===== src/rtl/muldiv_unit_pkg.sv =====
// rtl/muldiv_unit_pkg.sv - RV32M op encodings, FSM states and operand-sign helpers
package muldiv_unit_pkg;

  // funct3 encodings of the M extension
  localparam logic [2:0] MD_MUL    = 3'b000;
  localparam logic [2:0] MD_MULH   = 3'b001;
  localparam logic [2:0] MD_MULHSU = 3'b010;
  localparam logic [2:0] MD_MULHU  = 3'b011;
  localparam logic [2:0] MD_DIV    = 3'b100;
  localparam logic [2:0] MD_DIVU   = 3'b101;
  localparam logic [2:0] MD_REM    = 3'b110;
  localparam logic [2:0] MD_REMU   = 3'b111;

  typedef enum logic [1:0] {
    ST_IDLE = 2'd0,
    ST_CALC = 2'd1,
    ST_DONE = 2'd2
  } md_state_e;

  // rs1 is treated as signed for these ops
  function automatic logic op_a_signed(input logic [2:0] f);
    return (f == MD_MUL) || (f == MD_MULH) || (f == MD_MULHSU) ||
           (f == MD_DIV) || (f == MD_REM);
  endfunction

  // rs2 is treated as signed for these ops
  function automatic logic op_b_signed(input logic [2:0] f);
    return (f == MD_MUL) || (f == MD_MULH) || (f == MD_DIV) || (f == MD_REM);
  endfunction

endpackage


===== src/rtl/muldiv_datapath.sv =====
// rtl/muldiv_datapath.sv - sign-magnitude shift-add multiplier / restoring divider datapath
module muldiv_datapath
  import muldiv_unit_pkg::*;
#(
  parameter int XLEN = 32
) (
  input  logic            clk,
  input  logic            reset,
  input  logic            load,
  input  logic            step,
  input  logic            finish,
  input  logic [2:0]      funct3,
  input  logic [XLEN-1:0] a,
  input  logic [XLEN-1:0] b,
  output logic            special,
  output logic [XLEN-1:0] result
);

  localparam logic [XLEN-1:0] MOST_NEG = {1'b1, {(XLEN-1){1'b0}}};

  logic [2:0]        op_q;
  logic [2*XLEN-1:0] acc;
  logic [XLEN-1:0]   opnd;
  logic              neg_q;
  logic              neg_r;

  logic              a_neg;
  logic              b_neg;
  logic [XLEN-1:0]   a_mag;
  logic [XLEN-1:0]   b_mag;
  logic              div_zero;
  logic              div_ovf;
  logic [XLEN-1:0]   special_val;

  logic [XLEN:0]     mul_sum;
  logic [XLEN:0]     rem_sh;
  logic              rem_ge;
  logic [XLEN-1:0]   rem_new;
  logic [2*XLEN-1:0] acc_step;

  logic [2*XLEN-1:0] prod_fix;
  logic [XLEN-1:0]   quot_fix;
  logic [XLEN-1:0]   rem_fix;
  logic [XLEN-1:0]   final_val;

  // Operand magnitudes and the divide special cases that bypass iteration
  always_comb begin
    a_neg    = op_a_signed(funct3) && a[XLEN-1];
    b_neg    = op_b_signed(funct3) && b[XLEN-1];
    a_mag    = a_neg ? -a : a;
    b_mag    = b_neg ? -b : b;
    div_zero = funct3[2] && (b == '0);
    div_ovf  = ((funct3 == MD_DIV) || (funct3 == MD_REM)) && (a == MOST_NEG) && (b == '1);
    special  = div_zero || div_ovf;
    if (div_zero) special_val = funct3[1] ? a : '1;
    else          special_val = funct3[1] ? '0 : MOST_NEG;
  end

  // One iteration: shift-add for multiply, shift/trial-subtract for divide
  always_comb begin
    mul_sum = {1'b0, acc[2*XLEN-1:XLEN]} + (acc[0] ? {1'b0, opnd} : '0);
    // the remainder can exceed 2^(XLEN-1), so the shifted value needs XLEN+1 bits
    rem_sh  = acc[2*XLEN-1:XLEN-1];
    rem_ge  = rem_sh >= {1'b0, opnd};
    rem_new = rem_ge ? (rem_sh[XLEN-1:0] - opnd) : rem_sh[XLEN-1:0];
    if (op_q[2]) acc_step = {rem_new, acc[XLEN-2:0], rem_ge};
    else         acc_step = {mul_sum, acc[XLEN-1:1]};
  end

  // Sign correction and result selection applied when iteration ends
  always_comb begin
    prod_fix = neg_q ? -acc : acc;
    quot_fix = neg_q ? -acc[XLEN-1:0] : acc[XLEN-1:0];
    rem_fix  = neg_r ? -acc[2*XLEN-1:XLEN] : acc[2*XLEN-1:XLEN];
    case (op_q)
      MD_MUL:                        final_val = prod_fix[XLEN-1:0];
      MD_MULH, MD_MULHSU, MD_MULHU:  final_val = prod_fix[2*XLEN-1:XLEN];
      MD_DIV, MD_DIVU:               final_val = quot_fix;
      default:                       final_val = rem_fix;
    endcase
  end

  // Operand capture, iteration state and the held result register
  always_ff @(posedge clk or posedge reset) begin
    if (reset) begin
      op_q   <= '0;
      acc    <= '0;
      opnd   <= '0;
      neg_q  <= 1'b0;
      neg_r  <= 1'b0;
      result <= '0;
    end else if (load) begin
      op_q  <= funct3;
      neg_q <= a_neg ^ b_neg;
      neg_r <= a_neg;
      if (funct3[2]) begin
        acc  <= {{XLEN{1'b0}}, a_mag};
        opnd <= b_mag;
      end else begin
        acc  <= {{XLEN{1'b0}}, b_mag};
        opnd <= a_mag;
      end
      if (special) result <= special_val;
    end else if (step) begin
      acc <= acc_step;
    end else if (finish) begin
      result <= final_val;
    end
  end

endmodule


===== src/rtl/muldiv_unit.sv =====
// rtl/muldiv_unit.sv - iterative RV32M multiply/divide unit: FSM, counter and datapath
module muldiv_unit
  import muldiv_unit_pkg::*;
#(
  parameter int XLEN = 32
) (
  input  logic            clk,
  input  logic            reset,
  input  logic            start,
  input  logic [2:0]      funct3,
  input  logic [XLEN-1:0] A,
  input  logic [XLEN-1:0] B,
  output logic            busy,
  output logic            done,
  output logic [XLEN-1:0] Result
);

  localparam int CW = $clog2(XLEN) + 1;

  md_state_e       state;
  md_state_e       state_next;
  logic [CW-1:0]   cnt;
  logic            load;
  logic            step;
  logic            finish;
  logic            special;

  // State register
  always_ff @(posedge clk or posedge reset) begin
    if (reset) state <= ST_IDLE;
    else       state <= state_next;
  end

  // Next-state and control decode; start is only honoured in IDLE
  always_comb begin
    state_next = state;
    load       = 1'b0;
    step       = 1'b0;
    finish     = 1'b0;
    busy       = 1'b0;
    done       = 1'b0;
    case (state)
      ST_IDLE: begin
        if (start) begin
          load       = 1'b1;
          state_next = special ? ST_DONE : ST_CALC;
        end
      end
      ST_CALC: begin
        busy = 1'b1;
        if (cnt != '0) begin
          step = 1'b1;
        end else begin
          finish     = 1'b1;
          state_next = ST_DONE;
        end
      end
      ST_DONE: begin
        busy       = 1'b1;
        done       = 1'b1;
        state_next = ST_IDLE;
      end
      default: state_next = ST_IDLE;
    endcase
  end

  // Iteration counter: loaded with XLEN on acceptance, one decrement per step
  always_ff @(posedge clk or posedge reset) begin
    if (reset)     cnt <= '0;
    else if (load) cnt <= CW'(XLEN);
    else if (step) cnt <= cnt - 1'b1;
  end

  muldiv_datapath #(.XLEN(XLEN)) u_datapath (
    .clk     (clk),
    .reset   (reset),
    .load    (load),
    .step    (step),
    .finish  (finish),
    .funct3  (funct3),
    .a       (A),
    .b       (B),
    .special (special),
    .result  (Result)
  );

endmodule


===== config.mk =====
export PLATFORM = sky130hd
export DESIGN_NAME = muldiv_unit
export DESIGN_NICKNAME = d
export VERILOG_FILES = /design/src/rtl/muldiv_unit_pkg.sv /design/src/rtl/muldiv_datapath.sv /design/src/rtl/muldiv_unit.sv
export SDC_FILE = /design/constraint.sdc
export NUM_CORES = 1
export LEC_CHECK = 0
export ABC_CLOCK_PERIOD_IN_PS = 9000
export CORE_MARGIN = 2
export CORE_UTILIZATION = 66
export DETAILED_ROUTE_END_ITERATION = 7
export MAX_ROUTING_LAYER = met4
export PLACE_DENSITY = 0.95
export SYNTH_ARGS = -nofsm -noshare
export SYNTH_HDL_FRONTEND = slang
export SYNTH_SLANG_ARGS = --single-unit
export TNS_END_PERCENT = 50

===== constraint.sdc =====
create_clock -name clk -period 9 [get_ports clk]
set_input_delay 1.8 -clock clk [delete_from_list [all_inputs] [get_ports clk]]
set_output_delay 1.8 -clock clk [all_outputs]
set_load 0.01 [all_outputs]

==> Yosys cells after proc, flatten, opt, wreduce, memory -nomap -nowiden <==
Index checks and enable logic that the tools add are counted.
{ "word_totals": {"reg_bits": 141, "output_inout_bits": 34, "wordCells": 94} }
{ "op_classes": {"add_sub_neg": 8, "order_cmp": 1, "eq_ne": 17, "mux": 34, "bitwise": 1, "reduce_logical": 25} }
{ "op_table": {"columns": ["cell", "n"], "rows": [
  ["$mux 32", 15],
  ["$mux 64", 4],
  ["$neg 32->32", 4],
  ["$pmux 32 s3", 1],
  ["$eq 32x32->1 const B", 2],
  ["$neg 64->64", 1],
  ["$add 32x33->33", 1],
  ["$ge 33x32->1", 1],
  ["$logic_not 32->1", 1],
  ["$sub 32x32->32", 1],
  ["$eq 3x3->1 const B", 4],
  ["$mux 6", 2],
  ["$eq 3x2->1 const B", 3],
  ["$logic_or 1x1->1", 8],
  ["$mux 1", 8],
  ["$eq 3x1->1 const B", 2],
  ["$logic_not 3->1", 2],
  ["$mux 2", 3],
  ["$ne 2x2->1 const B", 3],
  ["$reduce_bool 6->1", 1],
  ["$sub 6x1->6 const B", 1],
  ["$logic_and 1x1->1", 5],
  ["$pmux 2 s2", 1],
  ["$reduce_bool 2->1", 2],
  ["other kinds (9)", 10]
]} }

==> Depth between registers and ports, before layout <==
{ "logic_depth": {"depth_word": 9, "mapped_depth": 13, "mapped_depth_nobuf": 12} }

==> Modules after synthesis <==
A second synthesis with hierarchy kept.
{ "unflattened": {"cells_unflattened": 2033, "hier_area_um2": 14869.3} }
{ "modules_own_cells": {"columns": ["module", "instances", "cells_per_inst", "area_per_inst_um2"], "rows": [
  ["muldiv_datapath", 1, 1978, 14360.0],
  ["muldiv_unit", 1, 55, 509.2]
]} }

==> Least setup slack after synthesis <==
No wires, ideal clock.
{ "synth_timing": {"path_type": "in2reg", "startpoint": "input port A[6]", "endpoint": "register u_datapath.result[12]", "setup_ns": 0.110, "arrival_time_ns": 4.078, "required_ns": 8.890, "path_slack_ns": 4.812, "cell_stages": 9, "cell_sequence": "or4_1 -> nor4_2 -> nand4_1 -> o22a_1 -> nand2b_1 -> and2_1 -> buf_2 -> buf_2 -> o41ai_1"} }
{ "synth_between": {"elab_chain_len": 6} }
{ "synth_rtl": {"columns": ["item", "line", "rtl"], "rows": [
  ["from (decl)", "muldiv_unit.sv:11", "input logic [XLEN-1:0] A,"],
  ["$eq 32x32->1", "muldiv_datapath.sv:53", "div_ovf = ((funct3 == MD_DIV) || (funct3 == MD_REM)) && (a == MOST_NEG) && (b == '1);"],
  ["$logic_and 1x1->1 (2 in a row)", "muldiv_datapath.sv:53", null],
  ["$logic_or 1x1->1", "muldiv_datapath.sv:54", "special = div_zero || div_ovf;"],
  ["$ne 2x1->1 (no line)", null, null],
  ["$reduce_and 3->1 (no line)", null, null],
  ["to (signal assigned)", "muldiv_datapath.sv:103", "if (special) result <= special_val;"],
  ["to (signal assigned)", "muldiv_datapath.sv:107", "result <= final_val;"],
  ["to (decl)", "muldiv_datapath.sv:16", "output logic [XLEN-1:0] result"]
]} }
No other way between the ends.
A chain may end at the register's enable or synchronous reset.

==> Worst setup path in the final report <==
{ "layout_timing": {"startpoint": "input port funct3[2]", "endpoint": "register u_datapath.result[13]"} }
{ "layout_between": {"elab_chain_len": 7, "elab_cells_between_ends": 12} }
{ "layout_rtl": {"columns": ["item", "line", "rtl"], "rows": [
  ["from (decl)", "muldiv_unit.sv:10", "input logic [2:0] funct3,"],
  ["$eq 3x3->1", "muldiv_datapath.sv:53", null],
  ["$logic_or 1x1->1", "muldiv_datapath.sv:53", null],
  ["$logic_and 1x1->1 (2 in a row)", "muldiv_datapath.sv:53", null],
  ["$logic_or 1x1->1", "muldiv_datapath.sv:54", null],
  ["$ne 2x1->1 (no line)", null, null],
  ["$reduce_and 3->1 (no line)", null, null]
]} }
Several ways; a longest one is shown, not always the timed one. The select of a mux whose other input is x is not followed.

==> flow_metrics.tcl <==
set metrics [dict create \
    outcome "complete, but fails checks" \
    violations "design-rule violations" \
    design_area_sq_um 17300 \
    clkLatencyLatePin_ns 0.46 \
    slew_violations 0 \
    syn-num-nets 2284 \
    gp_congestion 1.08 \
    pin_count 104 \
    cp-end-kind "flip-flop" \
    fp.coreArea_sq_um 23300 \
    worst-r2r-cell-count 12 \
    worstSetupPathDepth 9 \
    avgViaCountPerCell 7.33 \
    clkTransAtPathRegs_ns 0.08 \
    num_rows 56 \
    critical_path_arrival_ns 5.55 \
    drtPass1Iterations 8 \
    crit_chain "buf_2, buf_4, inv_1, or4_1, o22a_1, nand2b_1, and2_1, a2111oi_0, a21o_1" \
    seqCellArea_sq_um 3530 \
    hpwl_mm 46.6 \
    whs_path_depth 2 \
    cp_max_fo 101 \
    synth_area_sq_um 15600 \
    cts_tree "done" \
    drc 3 \
    finalCritPeriodShare_pct 57.2 \
    grt_pass1_vias 16200 \
    critPathMaxStageDelay_ns 0.70 \
    drv_cap 0 \
    htree_levels 4 \
    clk_path_buf_depth 2 \
    die_w_microns 158 \
    vias 18100 \
    yosysWarnings 0 \
    ys_seq_area_share_pct 22.6 \
    postCtsSetupBuffers 0 \
    port_buffers 103 \
    p_leak_nw 7.05 \
    critPathLaunchType "input port" \
    synth_ff_type "dfrtp_1" \
    async_reset_ff_share_pct 100 \
    synth-edff-count 0 \
    finalWirelength_mm 62.5 \
    drive_above_1_share_pct 4.39 \
    final.setup.tns_ns 0 \
    syn_avg_cell_area_sq_um 7.31 \
    dpl_cell_area_sq_um 16700 \
    wl_per_cell_microns 25.4 \
    critical_path_class "input port to flip-flop" \
    cts_root_buffer "clkbuf_16" \
    final_common_cell "o21ai_0" \
    drt_iter0_markers 3317 \
    rsz0062_at_grt "no" \
    worst-slew-pin-transition_ns 1.21 \
    ir_worst_vdd_mv 0.103 \
    synthDistinctLibCells 79 \
    syn_inst 2138 \
    fin_crit_ns 5.15 \
    min_path_type "flip-flop to flip-flop" \
    grt_max_degree 102 \
    cts_hold_buffers 0 \
    power_density_nw_per_um2 89.6 \
    slowest_stage "or4_1" \
    crit_buf_inv 3 \
    multi_input_area_sq_um 11200 \
    fin_nets 2276 \
    slew_headroom_pct 19.5 \
    grt_pass1_wl_mm 94.4 \
    antenna_found_initial 2 \
    start_util_pct 67.0 \
    finalSetupViolCount 0 \
    grt_overflow 0 \
    cts_inserted_buffers 17 \
    chipHeight_microns 158 \
    ys_ff_latch 141 \
    crit_family "simple AND/OR/NAND/NOR gates" \
    ant_nets 0 \
    cts-resized-gates 0 \
    track_usage_pct 51.4 \
    skew_ns 0.0218 \
    die_area_sq_um 24900 \
    max_freq_mhz 194 \
    syn_to_final_growth_pct 10.5 \
    hold_violations 0 \
    nFillCells 1897 \
    cts.sinks 141 \
    cp.required_ns 9.40 \
    final_cell_mix "220 x o21ai_0, 208 x nand2_1, 195 x nor2_1" \
]
-- stage by stage --
step,utilization (%),power [mW],std cells,setup WS (ns),hold WS [ns]
6_report,74.0,1.55,2463,3.85,0.488
5_1_grt,74.0,1.58,2463,3.63,0.504
4_1_cts,74.0,1.53,2462,3.98,0.485
3_5_place_dp,71.4,0.809,2430,3.54,0.472
3_3_place_gp,71.4,0.806,2430,3.69,0.462
2_1_floorplan,-,0.726,2138,3.42,0.450
-- area by class of cell --
| cell class | instances | share of cell area, % |
|---|---|---|
| sequential | 141 | 20.5 |
| antenna | 1 | 0.0145 |
| timing repair buffer | 129 | 7.08 |
| multi-input combinational | 1765 | 65.0 |
| clock buffer | 18 | 2.54 |
| inverter | 76 | 1.68 |
| clock inverter | 14 | 0.877 |
| tap | 319 | 2.31 |
-- layer usage --
| metal | vias to the layer above | wire, microns | global-route usage, % |
|---|---|---|---|
| met4 | 0 | 4500 | 29.2 |
| met2 | 1508 | 25300 | 70.5 |
| li1 | 7897 | - | - |
| met3 | 332 | 9200 | 15.7 |
| met1 | 8319 | 23600 | 66.9 |
| met5 | - | 0 | - |
-- path summary, 6_finish.rpt --
check                                         from  slack, ns                    end
max in group asynchronous                    reset       5.75     u_datapath.op_q[2]
worst max-delay path                     funct3[2]       3.85  u_datapath.result[13]
worst min-delay path            u_datapath.opnd[5]       0.49     u_datapath.opnd[5]
min in group asynchronous                    reset       1.90    u_datapath.opnd[16]
worst max register to register   u_datapath.acc[0]       4.61     u_datapath.acc[60]
worst min register to register  u_datapath.opnd[5]       0.49     u_datapath.opnd[5]
-- cell usage after synthesis (all sizes together) (15+ instances only) --
master | count | share of area [%]
dfrtp | 141 | 23
a31oi | 35 | 1.4
o211ai | 61 | 2.9
a22o | 15 | 0.84
xnor2 | 91 | 5.1
nor2 | 195 | 4.7
nor4 | 32 | 1.3
nor3 | 62 | 2.0
and3 | 26 | 1.0
clkbuf | 134 | 3.2
o41ai | 16 | 0.90
o31ai | 32 | 1.7
or3 | 27 | 1.1
nand2 | 209 | 5.0
o21ai | 225 | 7.2
a21oi | 167 | 5.3
nand2b | 18 | 0.72
ha | 74 | 5.9
mux2i | 51 | 3.3
nand4 | 34 | 1.4
inv | 75 | 1.8
a211oi | 28 | 1.3
xor2 | 67 | 3.8
a21o | 37 | 1.8
or4 | 31 | 1.5
nand3 | 41 | 1.3
buf | 22 | 0.64
-- sequential cells by signal, summed over array words and instances, names as in the netlist --
register           flops
cnt                    6
state                  2
u_datapath.acc        64
u_datapath.neg_q       1
u_datapath.neg_r       1
u_datapath.op_q        3
u_datapath.opnd       32
u_datapath.result     32
-- where the power goes --
group | internal (mW) | leakage [nW] | switching [mW]
registers | 0.633 | 1.72 | 0
logic | 0.0588 | 5.04 | 0.111
clock network | 0.400 | 0.285 | 0.343
-- kinds of logic after synthesis --
family          synth area share [%]
flops                           22.6
fa+ha+maj                       6.18
simple gates                    22.5
buf+inv                         5.69
xor+xnor                        8.86
compound gates                  30.7
mux                             3.48
-- tightest hold or removal path: cells and delay by family (launching register included) --
| kind | cells | cell delay, ns |
|---|---|---|
| flops | 1 | 0.34 |
| compound gates | 1 | 0.06 |
| simple gates | 1 | 0.05 |
No activity file was read; power rests on OpenSTA's default activity.
